<file path="src/rtl/chunked_adder_pkg.sv">
// Shared definitions for the multi-cycle chunked adder: FSM state encoding,
// the full-adder cell used by the chunk ripple, and the index-width helper.
package chunked_adder_pkg;

  typedef enum logic [1:0] {
    ST_IDLE = 2'd0,
    ST_RUN  = 2'd1,
    ST_DONE = 2'd2
  } state_e;

  typedef struct packed {
    logic s;
    logic c;
  } fa_t;

  // One-bit full adder cell: sum and carry of a + b + ci.
  function automatic fa_t full_add(input logic a, input logic b, input logic ci);
    fa_t r;
    r.s = a ^ b ^ ci;
    r.c = (a & b) | (a & ci) | (b & ci);
    return r;
  endfunction

  // Bits needed to count 0..n-1, never less than one so a single-chunk
  // configuration still has a legal counter.
  function automatic int idx_width(input int n);
    int w;
    w = 1;
    while ((1 << w) < n) w++;
    return w;
  endfunction

endpackage

</file>
<file path="src/rtl/chunked_adder_chunk.sv">
// Combinational CHUNK-bit ripple adder built from full-adder cells.
// With OVERFLOW_FLAG_EN defined it also exposes the carry into its MSB so the
// top level can form the signed overflow flag on the final chunk.
module chunk_adder
  import chunked_adder_pkg::*;
#(
  parameter int CHUNK = 8
) (
  input  logic [CHUNK-1:0] a,
  input  logic [CHUNK-1:0] b,
  input  logic             cin,
  output logic [CHUNK-1:0] sum,
  output logic             cout
`ifdef OVERFLOW_FLAG_EN
  ,
  output logic             cmsb
`endif
);

  logic [CHUNK:0] carry;

  // Ripple the carry from bit 0 up through every cell of the chunk.
  always_comb begin
    fa_t fa;
    // NOTE: every variable written here gets a default first, so no path can
    // leave a stale value behind and infer a latch.
    carry    = '0;
    sum      = '0;
    carry[0] = cin;
    for (int i = 0; i < CHUNK; i++) begin
      fa           = full_add(a[i], b[i], carry[i]);
      sum[i]       = fa.s;
      carry[i + 1] = fa.c;
    end
  end

  assign cout = carry[CHUNK];

`ifdef OVERFLOW_FLAG_EN
  assign cmsb = carry[CHUNK-1];
`endif

endmodule

</file>
<file path="src/rtl/chunked_adder.sv">
// Multi-cycle N-bit adder: Sum = A + B + Cin, computed CHUNK bits per clock
// with a registered carry between chunks. Valid/ready handshake on both the
// operand and result sides; one operation in flight at a time.
// Optional feature: define OVERFLOW_FLAG_EN to add the Ovf (signed overflow)
// output; without it the port and its register are absent.
module chunked_adder
  import chunked_adder_pkg::*;
#(
  parameter int N     = 32,
  parameter int CHUNK = 8
) (
  input  logic         clk,
  input  logic         rst,
  input  logic         in_valid,
  output logic         in_ready,
  input  logic [N-1:0] A,
  input  logic [N-1:0] B,
  input  logic         Cin,
  output logic         out_valid,
  input  logic         out_ready,
  output logic [N-1:0] Sum,
  output logic         Cout
`ifdef OVERFLOW_FLAG_EN
  ,
  output logic         Ovf
`endif
);

  localparam int NUM_CHUNKS = N / CHUNK;
  localparam int IDX_W      = idx_width(NUM_CHUNKS);
  localparam logic [IDX_W-1:0] LAST_IDX = IDX_W'(NUM_CHUNKS - 1);

  // Reject configurations where the operand does not split into whole chunks.
  if ((N % CHUNK) != 0 || N < CHUNK) begin : g_bad_cfg
    $error("chunked_adder: N must be a positive multiple of CHUNK");
  end

  state_e             state_q;
  logic               in_ready_q;
  logic               out_valid_q;
  logic [N-1:0]       a_q;
  logic [N-1:0]       b_q;
  logic               carry_q;
  logic [IDX_W-1:0]   idx_q;
  logic [N-1:0]       sum_q;
  logic               cout_q;

  // Combinational result of the chunk currently selected by idx_q.
  logic [CHUNK-1:0]   chunk_a;
  logic [CHUNK-1:0]   chunk_b;
  logic [CHUNK-1:0]   chunk_sum_d;
  logic               chunk_cout_d;

  assign chunk_a = a_q[idx_q*CHUNK +: CHUNK];
  assign chunk_b = b_q[idx_q*CHUNK +: CHUNK];

`ifdef OVERFLOW_FLAG_EN
  logic chunk_cmsb_d;
  logic ovf_q;
`endif

  chunk_adder #(
    .CHUNK (CHUNK)
  ) u_chunk (
    .a    (chunk_a),
    .b    (chunk_b),
    .cin  (carry_q),
    .sum  (chunk_sum_d),
    .cout (chunk_cout_d)
`ifdef OVERFLOW_FLAG_EN
    ,
    .cmsb (chunk_cmsb_d)
`endif
  );

  // Handshake FSM plus operand, carry, index and result registers.
  always_ff @(posedge clk or posedge rst) begin
    if (rst) begin
      // Operands are cleared with everything else so an aborted operation
      // leaves nothing behind that could leak into the next one.
      state_q     <= ST_IDLE;
      in_ready_q  <= 1'b1;
      out_valid_q <= 1'b0;
      a_q         <= '0;
      b_q         <= '0;
      carry_q     <= 1'b0;
      idx_q       <= '0;
      sum_q       <= '0;
      cout_q      <= 1'b0;
`ifdef OVERFLOW_FLAG_EN
      ovf_q       <= 1'b0;
`endif
    end else begin
      // NOTE: non-blocking assignments throughout, so every register samples
      // pre-edge values and the block order does not matter.
      case (state_q)
        ST_IDLE: begin
          if (in_valid && in_ready_q) begin
            a_q        <= A;
            b_q        <= B;
            carry_q    <= Cin;
            idx_q      <= '0;
            in_ready_q <= 1'b0;
            state_q    <= ST_RUN;
          end
        end

        ST_RUN: begin
          sum_q[idx_q*CHUNK +: CHUNK] <= chunk_sum_d;
          carry_q                     <= chunk_cout_d;
          if (idx_q == LAST_IDX) begin
            cout_q      <= chunk_cout_d;
`ifdef OVERFLOW_FLAG_EN
            // Signed overflow: carry into the MSB differs from carry out.
            ovf_q       <= chunk_cmsb_d ^ chunk_cout_d;
`endif
            idx_q       <= '0;
            out_valid_q <= 1'b1;
            state_q     <= ST_DONE;
          end else begin
            idx_q <= idx_q + IDX_W'(1);
          end
        end

        ST_DONE: begin
          // Result is held until taken; accept opens only the cycle after.
          if (out_ready) begin
            out_valid_q <= 1'b0;
            in_ready_q  <= 1'b1;
            state_q     <= ST_IDLE;
          end
        end

        default: begin
          out_valid_q <= 1'b0;
          in_ready_q  <= 1'b1;
          state_q     <= ST_IDLE;
        end
      endcase
    end
  end

  assign in_ready  = in_ready_q;
  assign out_valid = out_valid_q;
  assign Sum       = sum_q;
  assign Cout      = cout_q;

`ifdef OVERFLOW_FLAG_EN
  assign Ovf = ovf_q;
`endif

endmodule

</file>
<file path="config.mk">
export PLATFORM = sky130hd
export DESIGN_NAME = chunked_adder
export DESIGN_NICKNAME = d
export VERILOG_FILES = /design/src/rtl/chunked_adder_pkg.sv /design/src/rtl/chunked_adder_chunk.sv /design/src/rtl/chunked_adder.sv
export SDC_FILE = /design/constraint.sdc
export NUM_CORES = 1
export LEC_CHECK = 0
export BUFFER_PORTS_ARGS = -buffer_cell sky130_fd_sc_hd__buf_4
export CAP_MARGIN = 10
export CORE_MARGIN = 5
export CORE_UTILIZATION = 55
export DETAILED_ROUTE_END_ITERATION = 7
export PLACE_DENSITY = 0.81
export SLEW_MARGIN = 20
export SYNTH_ARGS = -nofsm -noshare
export SYNTH_HDL_FRONTEND = slang
export SYNTH_SLANG_ARGS = --single-unit
</file>
<file path="constraint.sdc">
create_clock -name clk -period 10.05 [get_ports clk]
set_clock_uncertainty 0.1 [all_clocks]
set_input_delay 0.5025 -clock clk [delete_from_list [all_inputs] [get_ports clk]]
set_output_delay 0.5025 -clock clk [all_outputs]
set_load 0.1 [all_outputs]
</file>
After elaboration in Yosys (flattened, before gate mapping):

Cells that the tools add are included.
Widths: inputs -> output; s select.

* add/subtract/negate cells: 2
* $mul: 0
* div/mod/pow operators: 0
* order comparisons: 0
* equality and inequality tests: 6
* shifts and indexed selects: 4
* muxes and demuxes: 16
* bitwise gates (word level): 58
* reductions and logical operators: 9

Operator list (number)
* $shiftx 32x6->8: 2
* $neg 5->34: 1
* $shift 8x34->32 const A: 1
* $shiftx 8x34->32: 1
* $bwmux 32: 1
* $and 1x1->1: 24
* $or 1x1->1: 16
* $xor 1x1->1: 16
* $mux 2: 5
* $reduce_and 3->1: 3
* $ne 2x2->1 const B: 3
* $pmux 1 s3: 2
* $pmux 2 s3: 1
* $reduce_and 2->1: 3
* $mux 1: 5
* $eq 2x2->1 const B: 2
* $pmux 2 s2: 1
* $add 2x1->2 const B: 1
* $eq 2x1->1 const B: 1
* $logic_not 2->1: 1
* $not 1->1: 2
* $pmux 1 s2: 1
* $reduce_bool 2->1: 1
* $logic_and 1x1->1: 1

* register bits: 104
* bits in latches: 0
* bits in writable memories: 0
* memory bits (read-only): 0
* output and inout port bits: 35
* memories kept: 0

Depth between registers and ports, before layout:

Gate-level depths: netlist (run 1).

* depth after elaboration: 26
* depth in mapped cells: 15
* mapped depth without buffers: 13

Modules after synthesis:

Synthesis (run 1) repeated with hierarchy kept, for this count alone.

* cells, all modules: 425
* area total of the unflattened synthesis: 4657.0 sq um

Modules (own cells, without submodules)
* chunked_adder: times used 1, cells each 407, area an instance 4459.3 sq um, sequential area each 2603.7 sq um
* chunk_adder: times used 1, cells each 18, area an instance 197.7 sq um, sequential area each 0.0 sq um

Worst setup path before layout (run 1):

OpenSTA, ideal clock, no wires.

* path kind: reg2reg
* start point: register idx_q[0]
* end point: register sum_q[15] (netlist: Sum[15])
* data arrival time: 4.159 ns
* data required time: 9.828 ns
* path slack: 5.669 ns
* stages on the path, launching flop included: 14
* buffers on the path: 1
* period minus slack after synthesis: 4.381 ns
* path through: dfrtp_1 > buf_2 > mux4_2 > fa_1 > inv_1 > fa_1 > fa_1 > fa_1 > fa_1 > fa_1 > fa_1 > inv_1 > fa_1 > a22o_1

* longest elaborated chain between the ends: 25
* elaborated cells between the ends (all ways): 57

RTL lines
* start: declaration: RTL line chunked_adder.sv:44 `logic [IDX_W-1:0] idx_q;`
* start signal: assignment: RTL line chunked_adder.sv:121 `idx_q <= idx_q + IDX_W'(1);`
* $shiftx 32x6->8, on equally long branches: RTL line chunked_adder.sv:54, chunked_adder.sv:55
* $and 1x1->1: RTL line chunked_adder_pkg.sv:20 `r.c = (a & b) | (a & ci) | (b & ci);`
* $or 1x1->1 (2 in a row): RTL line chunked_adder_pkg.sv:20
* $and 1x1->1: RTL line chunked_adder_pkg.sv:20
* $or 1x1->1 (2 in a row): RTL line chunked_adder_pkg.sv:20
* $and 1x1->1: RTL line chunked_adder_pkg.sv:20
* $or 1x1->1 (2 in a row): RTL line chunked_adder_pkg.sv:20
* $and 1x1->1: RTL line chunked_adder_pkg.sv:20
* (+3 left out)
* $or 1x1->1 (2 in a row): RTL line chunked_adder_pkg.sv:20
* $and 1x1->1: RTL line chunked_adder_pkg.sv:20
* $or 1x1->1 (2 in a row): RTL line chunked_adder_pkg.sv:20
* $and 1x1->1: RTL line chunked_adder_pkg.sv:20
* $or 1x1->1 (2 in a row): RTL line chunked_adder_pkg.sv:20
* $xor 1x1->1: RTL line chunked_adder_pkg.sv:19 `r.s = a ^ b ^ ci;`
* $shiftx 8x34->32: RTL line chunked_adder.sv:109 `sum_q[idx_q*CHUNK +: CHUNK] <= chunk_sum_d;`
* $bwmux 32 *: RTL line chunked_adder.sv:109
* end signal: indexed assignment: RTL line chunked_adder.sv:109
* end: declaration: RTL line chunked_adder.sv:45 `logic [N-1:0] sum_q;`

Mark *: on every way between the ends. The rest lies on a longest branch, timed or not.
A chain may end at the register's enable or synchronous reset.

Worst setup path after layout (run 1):

Ends and elaborated chain as after synthesis.

==> metrics.txt, run 1 <==
DRT Pass-1 Iters=5; WP data required=10.20 ns; VDD IR max=0.1367 mV; final setup margin=5.354 ns; starting DRC count in detailed routing=227; fraction of registers with async set/reset=1.000; syn nets=515; Die H=101.4 µm; Worst-path clk slew=0.10 ns; Sum Neg Setup Slack=0 ns; dpl cells=623; met3 WL=828 µm; Arrival @ worst endpoint=4.85 ns; post-synth top area cell=dfrtp_1; core area=0.008175 mm²; root buf cell=clkbuf_8; Yosys reg bits=104; Hold WS=0.01019 ns; first-pass GRT wire length=17.24 mm; Synth top area share=0.5613; MaxCap Viol Count=0; Yosys warnings=0; ys flop type=dfrtp_1; nets=612; Startpoint Class=flop; vias in the first global route=3514; Overflow after GRT=0; top routing layer used=met4; PD cells=351.4 mW/mm²; Synth cell types=30; Slew Viols, Final=0; number of buffers added on ports=103; via count of the routed design=3445; die area=0.01028 mm²; CTS tree=built; Total Wirelength=10.45 mm; clock latency on the worst-skew pair=0.35 ns; GPL Wtd Cong=0.8216; period utilisation layout=0.4673; dpl ws=5.300 ns; P_int=1.083 mW; Rows=33; Crit Path Class=reg -> reg; number of flops mapped to enable cells by yosys=0; maximum buffer depth of the clock tree=2; Synth Cell Area=0.004592 mm²; Static Leakage=2.938 nW; Antenna Nets Post-Route=0; Finished Cell Area=0.005678 mm²; commonest cells in the synthesized netlist=nand2_1, dfrtp_1, o2bb2ai_1; DRC Markers=0; Worst Setup End Kind=flop; largest net degree at the start of global routing=78; Least-Margin Pin Slew=0.9576 ns; Syn Inst Count=432; FMAX=212.9 MHz; Tot Pwr=1.995 mW; setup violators final=0; Layout area overhead=23.65%; post_cts resized=0; post-DP HPWL=7.627 mm; Initial Util=0.5617; status=finished clean; ANT cells=0; Switch Pwr=0.9121 mW; Post-Route M1 WL=4.498 mm; endpoints failing hold=0; die width=101.4 µm; CTS buffer count=9; GR Util All Layers=0.2128; via/cell ratio=5.391; met2 routed WL=5.006 mm; Worst Hold Class=in -> async; Clock power frac=0.146; Synth area leaders=dfrtp_1, nand2_1, mux4_2; fin crit period=4.696 ns; Clock Sinks=104; RSZ-0062 raised after global routing=no; switching share of power=0.4571; Post-CTS Hold Fix Bufs=0; layout cells sized above 1=0.2697; post-CTS setup buffer count=0; Slew HR=0.3602; sequential area share after synthesis=0.5670; DR WL/cell=16.36 µm; Post-Place Cell Area=0.005443 mm²; initial antenna violation count=0; Flop pwr share=0.345; H-tree Lvls=3; most numerous cell in the Yosys netlist=nand2_1; Synth Area per Inst=10.63 µm²; critical path peak fanout=11; post-layout util=0.6945; post-route non-filler standard cell count=639; Comb pwr share=0.509; I/O Pins=104
registers in the layout, indices dropped and copies added, names as in the netlist:
name       flops
Sum           32
a_q           32
out_valid      1
carry_q        1
idx_q          2
b_q           32
in_ready       1
Cout           1
state_q        2
worst max-delay path, stage by stage, from the launching register on:
cell,delay [ns]
dfrtp_1,0.77
mux4_2,0.38
fa_1,0.19
inv_1,0.05
fa_1,0.37
fa_1,0.39
fa_1,0.39
fa_1,0.39
fa_1,0.41
fa_1,0.37
inv_1,0.07
fa_1,0.48
a22o_1,0.24
layout make-up:
class	instances	area, µm²
sequential	104	2604
fill	597	2497
multi-input combinational	288	1838
timing repair buffer	106	795.8
clock buffer	12	155.1
tap	105	131.4
inverter	20	77.57
clock inverter	4	76.32
placed cells by master (no fill, tap or decap), types with 3 or more instances in the layout:
master / synthesis / layout
ha_1: 6 / 6
nand2_1: 201 / 201
buf_4: 0 / 106
o31ai_1: 3 / 3
inv_1: 20 / 19
a22o_1: 6 / 6
fa_1: 8 / 8
dfrtp_1: 103 / 103
mux4_2: 16 / 16
clkbuf_8: 0 / 11
nand3_1: 3 / 3
o2bb2ai_1: 26 / 26
power groups by stage:
stage	Sequential, mW	Clock, mW	Combinational (mW)
2_1_floorplan	0.951	0	0.489
3_3_place_gp	0.683	0	0.982
3_5_place_dp	0.696	0	1.01
4_1_cts	0.689	0.295	1.02
5_1_grt	0.710	0.311	1.09
6_report	0.689	0.291	1.02
kinds of logic (layout without fill, tap and decap cells):
kind of cell               Yosys count  count (layout)  share of synthesized area
buffers and inverters               40             142                    0.03706
muxes                               17              17                    0.08093
AOI/OAI and AO/OA                   40              40                    0.07330
and+or+nand+nor                    217             217                     0.1905
DFF                                104             104                     0.5670
adders and majority gates           14              14                    0.05122
final timing paths:
check / depth (start not counted) / slack, ns / start / endpoint
worst max-delay path: 12 / 5.35 / idx_q[0] / Sum[15]
worst min-delay path: 2 / 0.01 / rst / Sum[16]
worst max register to register: 12 / 5.35 / idx_q[0] / Sum[15]
worst min register to register: 2 / 0.38 / a_q[15] / a_q[15]
max in group asynchronous: 3 / 8.59 / rst / a_q[27]
min in group clk: 2 / 0.23 / out_ready / state_q[1]
metal layers:
layer	GRT usage	vias up
met4	0.05930	0
met3	0.04201	15
li1	-	1615
met5	0	-
met1	0.3067	1679
met2	0.3340	136
No activity file was read; power rests on OpenSTA's default activity.
==> inputs of run 2 (changes only) <==
ABC_AREA = 1   (was unset)
PLACE_DENSITY = 0.8   (was 0.81)
clock period = 4.65 ns   (was 10.05 ns; I/O delays follow)
==> metrics.txt, run 2 <==
status=finished clean (unchanged); post-synthesis adder-cell area fraction=0.04704 (was 0.05123); largest family of logic cells by synthesized area=simple AND/OR/NAND/NOR gates (unchanged); fraction of registers with async set/reset=1.000 (unchanged); largest net degree at the start of global routing=80 (was 78); GR Util All Layers=0.2434 (was 0.2128); period utilisation layout=0.9791 (was 0.4673); worst hold endpoint=carry_q; DRT Pass-1 Iters=6 (was 5); Rows=34 (was 33); Initial Util=0.5679 (was 0.5617); core area=0.008806 mm² (was 0.008175 mm²); VDD IR max=0.4539 mV (was 0.1367 mV); Tot Pwr=5.318 mW (was 1.995 mW); WP data required=4.81 ns (was 10.20 ns); die width=105.4 µm (was 101.4 µm); r2r worst-path depth=21 (was 12); post-DP HPWL=8.557 mm (was 7.627 mm); I/O Pins=104 (unchanged); via count of the routed design=4626 (was 3445); dpl ws=0.06612 ns (was 5.300 ns); RR Endpoint=Sum[31] (was Sum[15]); Finished Cell Area=0.006733 mm² (was 0.005678 mm²); max incr delay on CP=0.43 ns (was 0.77 ns); Worst Hold Class=in -> reg (was in -> async); Sum Neg Setup Slack=0 ns (unchanged); vias in the first global route=4630 (was 3514); syn nets=698 (was 515); final setup margin=0.09716 ns (was 5.354 ns); Layout area overhead=34.63% (was 23.65%); Post-Place Cell Area=0.005782 mm² (was 0.005443 mm²); crit-path cells=clkinvlp_4 > clkbuf_2 > buf_4 > o211ai_1 > nand2_1 > fa_1 > inv_1 > fa_2 > fa_2 > fa_1 > fa_2 > fa_1 > fa_1 > inv_1 > fa_1 > inv_1 > nor2_1 > nand2_1 > inv_1 > nand2_1 > nand2_1 (was mux4_2 > fa_1 > inv_1 > fa_1 > fa_1 > fa_1 > fa_1 > fa_1 > fa_1 > inv_1 > fa_1 > a22o_1); Static Leakage=3.617 nW (was 2.938 nW); H-tree Lvls=3 (unchanged); Overflow after GRT=0 (unchanged); post-synth top area cell=dfrtp_1 (unchanged); first-pass GRT wire length=21.78 mm (was 17.24 mm); Yosys reg bits=104 (unchanged); Antenna Nets Post-Route=0 (unchanged); setup violators final=0 (unchanged); Worst-path clk slew=0.10 ns (about the same); Startpoint Class=flop (unchanged); number of flops mapped to enable cells by yosys=0 (unchanged); dpl cells=807 (was 623); Synth Area per Inst=8.132 µm² (was 10.63 µm²); CTS buffer count=9 (unchanged); Total Wirelength=13.30 mm (was 10.45 mm); Syn Inst Count=615 (was 432); FMAX=219.6 MHz (was 212.9 MHz); FF-to-FF setup slack=0.1 ns (was 5.35 ns); HP Start=Cin; fin crit period=4.553 ns (was 4.696 ns); Arrival @ worst endpoint=4.72 ns (was 4.85 ns); Crit path top cell by count=fa_1 (unchanged); Synth area leaders=dfrtp_1, nand2_1, nand3_1 (was dfrtp_1, nand2_1, mux4_2); Clock Sinks=104 (unchanged); DR WL/cell=14.83 µm (was 16.36 µm); via/cell ratio=5.157 (was 5.391); post-layout util=0.7646 (was 0.6945); starting DRC count in detailed routing=289 (was 227); endpoints failing hold=0 (unchanged); Synth cell types=26 (was 30); Worst Setup End Kind=flop (unchanged); Die H=105.4 µm (was 101.4 µm); Hold WS=0.05759 ns (was 0.01019 ns); Simple-Gate Fraction of Synth Area=0.3235 (was 0.1905); most numerous cell in the Yosys netlist=nand2_1 (unchanged); Synth top area share=0.5154 (was 0.5613); ys flop type=dfrtp_1 (unchanged); clock latency on the worst-skew pair=0.38 ns (was 0.35 ns); PD cells=789.9 mW/mm² (was 351.4 mW/mm²); most common cell after layout, fill and taps aside=nand2_1 (unchanged); sequential area share after synthesis=0.5206 (was 0.5670); Crit Path Class=reg -> reg (unchanged); Slew Viols, Final=0 (unchanged); CTS tree=built (unchanged); maximum buffer depth of the clock tree=2 (unchanged); most frequent cells in the layout=nand2_1, buf_4, dfrtp_1, dlygate4sd3_1, nand3_1 (was nand2_1, buf_4, dfrtp_1, o2bb2ai_1, inv_1); mux contribution to synthesized area=0 (was 0.08093); Slew HR=0.3469 (was 0.3602); post-synthesis compound-gate area fraction=0.04603 (was 0.07330); CP max-delay cell=dfrtp_1 (unchanged); Post-Synth XOR/XNOR Area=0 (unchanged); layout cells sized above 1=0.2030 (was 0.2697); die area=0.01110 mm² (was 0.01028 mm²); MaxCap Viol Count=0 (unchanged); worst hold stages=5; DRC Markers=0 (unchanged); Least-Margin Pin Slew=0.9797 ns (was 0.9576 ns); Yosys warnings=0 (unchanged); Synth Cell Area=0.005001 mm² (was 0.004592 mm²); nets=866 (was 612); initial antenna violation count=1 (was 0); critical path peak fanout=4 (was 11); GPL Wtd Cong=0.8600 (was 0.8216); commonest cells in the synthesized netlist=nand2_1, dfrtp_1, nand3_1 (was nand2_1, dfrtp_1, o2bb2ai_1); r2r startpoint=idx_q[0] (unchanged); root buf cell=clkbuf_8 (unchanged); number of buffers added on ports=103 (unchanged); post-route non-filler standard cell count=897 (was 639)
## run 2: layout make-up
class	instances	area [µm²]
diodes	1	2.502
fillers	583	2073
flip-flops and latches	104	2604
repair buffers	184	1560
well taps	108	135.1
clock inverters	6	67.56
clock buffers	10	137.6
multi-input cells	451	2096
inverters	33	130.1
## run 2: critical path: cells and delay by family (launching register included)
| family | cells | cell delay [ns] |
|---|---|---|
| AOI/OAI and AO/OA | 1 | 0.07 |
| adders and majority gates | 8 | 2.82 |
| buffers and inverters | 7 | 0.68 |
| DFF | 1 | 0.43 |
| and+or+nand+nor | 5 | 0.33 |
## run 2: worst max-delay path by stage
stage,from,cells after the start,end,slack [ns]
after detailed placement,idx_q[0],19,Sum[31],0.07
after global routing,idx_q[0],21,Sum[31],-0.04
after CTS,idx_q[0],19,Sum[31],0.04
after global placement,idx_q[0],19,Sum[31],0.21
final,idx_q[0],21,Sum[31],0.1
after floorplan,idx_q[0],22,Sum[31],0.19
## run 2: report_power, final
part	switching [mW]	leakage [nW]	internal, mW	total [mW]
logic	2.23	2.18	0.977	3.21
clock network	0.312	0.0989	0.265	0.577
registers	0.243	1.34	1.29	1.54
total	2.78	3.62	2.53	5.32
## run 2: cell families after synthesis
kind of cell	after synthesis
buffers and inverters	60
and+or+nand+nor	400
AOI/OAI and AO/OA	37
adders and majority gates	14
DFF	104
## run 2: metal layers
layer	global-route usage	up-vias	routed length (µm)	share of wire
met5	0	-	0	0
met4	0.09934	0	397	0.030
met3	0.04645	36	883	0.066
met2	0.4126	202	6636	0.50
met1	0.3075	2154	5385	0.40
li1	-	2234	-	-
## run 2: timing repair
item	CTS	global route
gates resized for setup	0	6
endpoints found under the setup margin	0	4
buffers inserted	0	7
hold endpoints to repair	90	0
hold buffers	66	0
==> inputs of run 3 (changes only) <==
GPL_TIMING_DRIVEN = 0   (was unset)
REMOVE_ABC_BUFFERS = 1   (was unset)
==> metrics.txt, run 3 (same netlist as run 2, synthesis figures left out) <==
VDD IR max=0.4093 mV (was 0.4539 mV); status=finished clean (unchanged); Hold WS=0.08025 ns (was 0.05759 ns); post-layout util=0.7670 (was 0.7646); Antenna Nets Post-Route=0 (unchanged); most frequent cells in the layout=nand2_1, buf_4, dfrtp_1, dlygate4sd3_1, nand3_1 (unchanged); nets=861 (was 866); Overflow after GRT=0 (unchanged); most common cell after layout, fill and taps aside=nand2_1 (unchanged); crit-path leading delay family=adder cells (unchanged); root buf cell=clkbuf_8 (unchanged); Static Leakage=3.611 nW (was 3.617 nW); Worst-path clk slew=0.10 ns (about the same); FMAX=225.5 MHz (was 219.6 MHz); GPL Wtd Cong=0.8090 (was 0.8600); I/O Pins=104 (unchanged); vias in the first global route=4682 (was 4630); DR WL/cell=14.76 µm (was 14.83 µm); Total Wirelength=13.15 mm (was 13.30 mm); Least-Margin Pin Slew=0.8906 ns (was 0.9797 ns); Slew Viols, Final=0 (unchanged); post-route non-filler standard cell count=891 (was 897); setup violators final=0 (unchanged); Tot Pwr=5.267 mW (was 5.318 mW); CTS tree=built (unchanged); core area=0.008806 mm² (unchanged); buffers plus inverters on the worst setup path=5 (was 7); via/cell ratio=5.119 (was 5.157); crit-path cells=inv_6 > nand2_1 > o211ai_1 > nand2_1 > fa_2 > inv_1 > fa_2 > fa_2 > fa_2 > fa_2 > fa_2 > fa_1 > inv_1 > fa_1 > inv_1 > nor2_1 > nand2_1 > inv_1 > nand2_1 > nand2_1 (was clkinvlp_4 > clkbuf_2 > buf_4 > o211ai_1 > nand2_1 > fa_1 > inv_1 > fa_2 > fa_2 > fa_1 > fa_2 > fa_1 > fa_1 > inv_1 > fa_1 > inv_1 > nor2_1 > nand2_1 > inv_1 > nand2_1 > nand2_1); die area=0.01110 mm² (unchanged); clock latency on the worst-skew pair=0.36 ns (was 0.38 ns); Crit Path Class=reg -> reg (unchanged); Rows=34 (unchanged); GR Util All Layers=0.2469 (was 0.2434); Worst Hold Class=in -> reg (unchanged); initial antenna violation count=0 (was 1); post-DP HPWL=7.655 mm (was 8.557 mm); H-tree Lvls=3 (unchanged); layout cells sized above 1=0.2018 (was 0.2030); FILL cells=618 (was 583); area occupied by multi-input gates=0.002103 mm² (was 0.002096 mm²); fin crit period=4.435 ns (was 4.553 ns); MaxCap Viol Count=0 (unchanged); area occupied by registers=0.002611 mm² (was 0.002604 mm²); Arrival @ worst endpoint=4.60 ns (was 4.72 ns); maximum buffer depth of the clock tree=2 (unchanged); number of buffers added on ports=103 (unchanged); Layout area overhead=35.05% (was 34.63%); PD cells=779.8 mW/mm² (was 789.9 mW/mm²); largest net degree at the start of global routing=73 (was 80); dpl cells=800 (was 807); Worst Setup End Kind=flop (unchanged); via count of the routed design=4561 (was 4626); Crit path top cell by count=fa_2 (was fa_1); DRT Pass-1 Iters=4 (was 6); Sum Neg Setup Slack=0 ns (unchanged); starting DRC count in detailed routing=242 (was 289); WP data required=4.81 ns (about the same); Die H=105.4 µm (unchanged); Startpoint Class=flop (unchanged); CP max-delay cell=dfrtp_4 (was dfrtp_1); ANT cells=0 (was 1); Initial Util=0.5679 (unchanged); first-pass GRT wire length=22.36 mm (was 21.78 mm); DRC Markers=0 (unchanged); Slew HR=0.4062 (was 0.3469); die width=105.4 µm (unchanged); max incr delay on CP=0.55 ns (was 0.43 ns); period utilisation layout=0.9538 (was 0.9791); critical path peak fanout=11 (was 4); CTS buffer count=9 (unchanged); endpoints failing hold=0 (unchanged); Clock Sinks=104 (unchanged)
## run 3: cell count changes in the layout (fill, tap and decap cells not counted), moves of 2 or more
cell / change
buf_4: -6
clkbuf_1: +3
fa_1: -3
fa_2: +3
clkinvlp_4: -2
dfrtp_1: -2
dfrtp_4: +2
inv_6: +2
## run 3: final cells by class
class                   count  share of cell area
inverters                  33             0.02334
repair inverters            2            0.002594
clock inverters             4             0.01074
clock buffers              12             0.02001
multi-input cells         451              0.3114
well taps                 108             0.02001
flip-flops and latches    104              0.3866
repair buffers            177              0.2253
## run 3: tightest hold or removal path, cell delays in order
cell and delay [ns]:
buf_4 0.08, nand2_1 0.04, nand2_1 0.05, nand2_1 0.05, nand2_1 0.06
## run 3: where the power goes
part | switching (mW) | leakage, nW | internal (mW)
combinational | 2.18 | 2.17 | 0.940
clock | 0.298 | 0.101 | 0.304
sequential | 0.248 | 1.34 | 1.30
total | 2.72 | 3.61 | 2.54
## run 3: metal layers
layer	track usage	share of wire
met3	0.05134	0.072
met5	0	0
met1	0.3229	0.41
met2	0.4035	0.48
met4	0.09934	0.030
## run 3: metrics by stage
stage | setup slack, ns | cell area [µm²]
after floorplan | -0.7870 | 4811
after global placement | -1.904 | 5719
after detailed placement | -1.065 | 5753
after CTS | 0.006238 | 6718
after global routing | -0.01154 | 6754
final | 0.2147 | 6754
## run 3: final timing paths
path / startpoint / endpoint / slack [ns] / cells after the start
min in group asynchronous: rst / out_valid / 0.34 / 3
worst max-delay path: idx_q[0] / Sum[31] / 0.21 / 20
worst min register to register: b_q[29] / b_q[29] / 0.38 / 2
max in group asynchronous: rst / idx_q[1] / 3.47 / 4
worst min-delay path: Cin / carry_q / 0.08 / 5
worst max register to register: idx_q[0] / Sum[31] / 0.21 / 20
## run 3: timing repair
item                                    CTS  global route
pin swaps                                 0             4
resized for setup                        11             6
endpoints found under the setup margin   14             3
hold endpoints to repair                110             0
setup buffers                             6             1
hold buffers                             66             0
gates cloned                              1             1
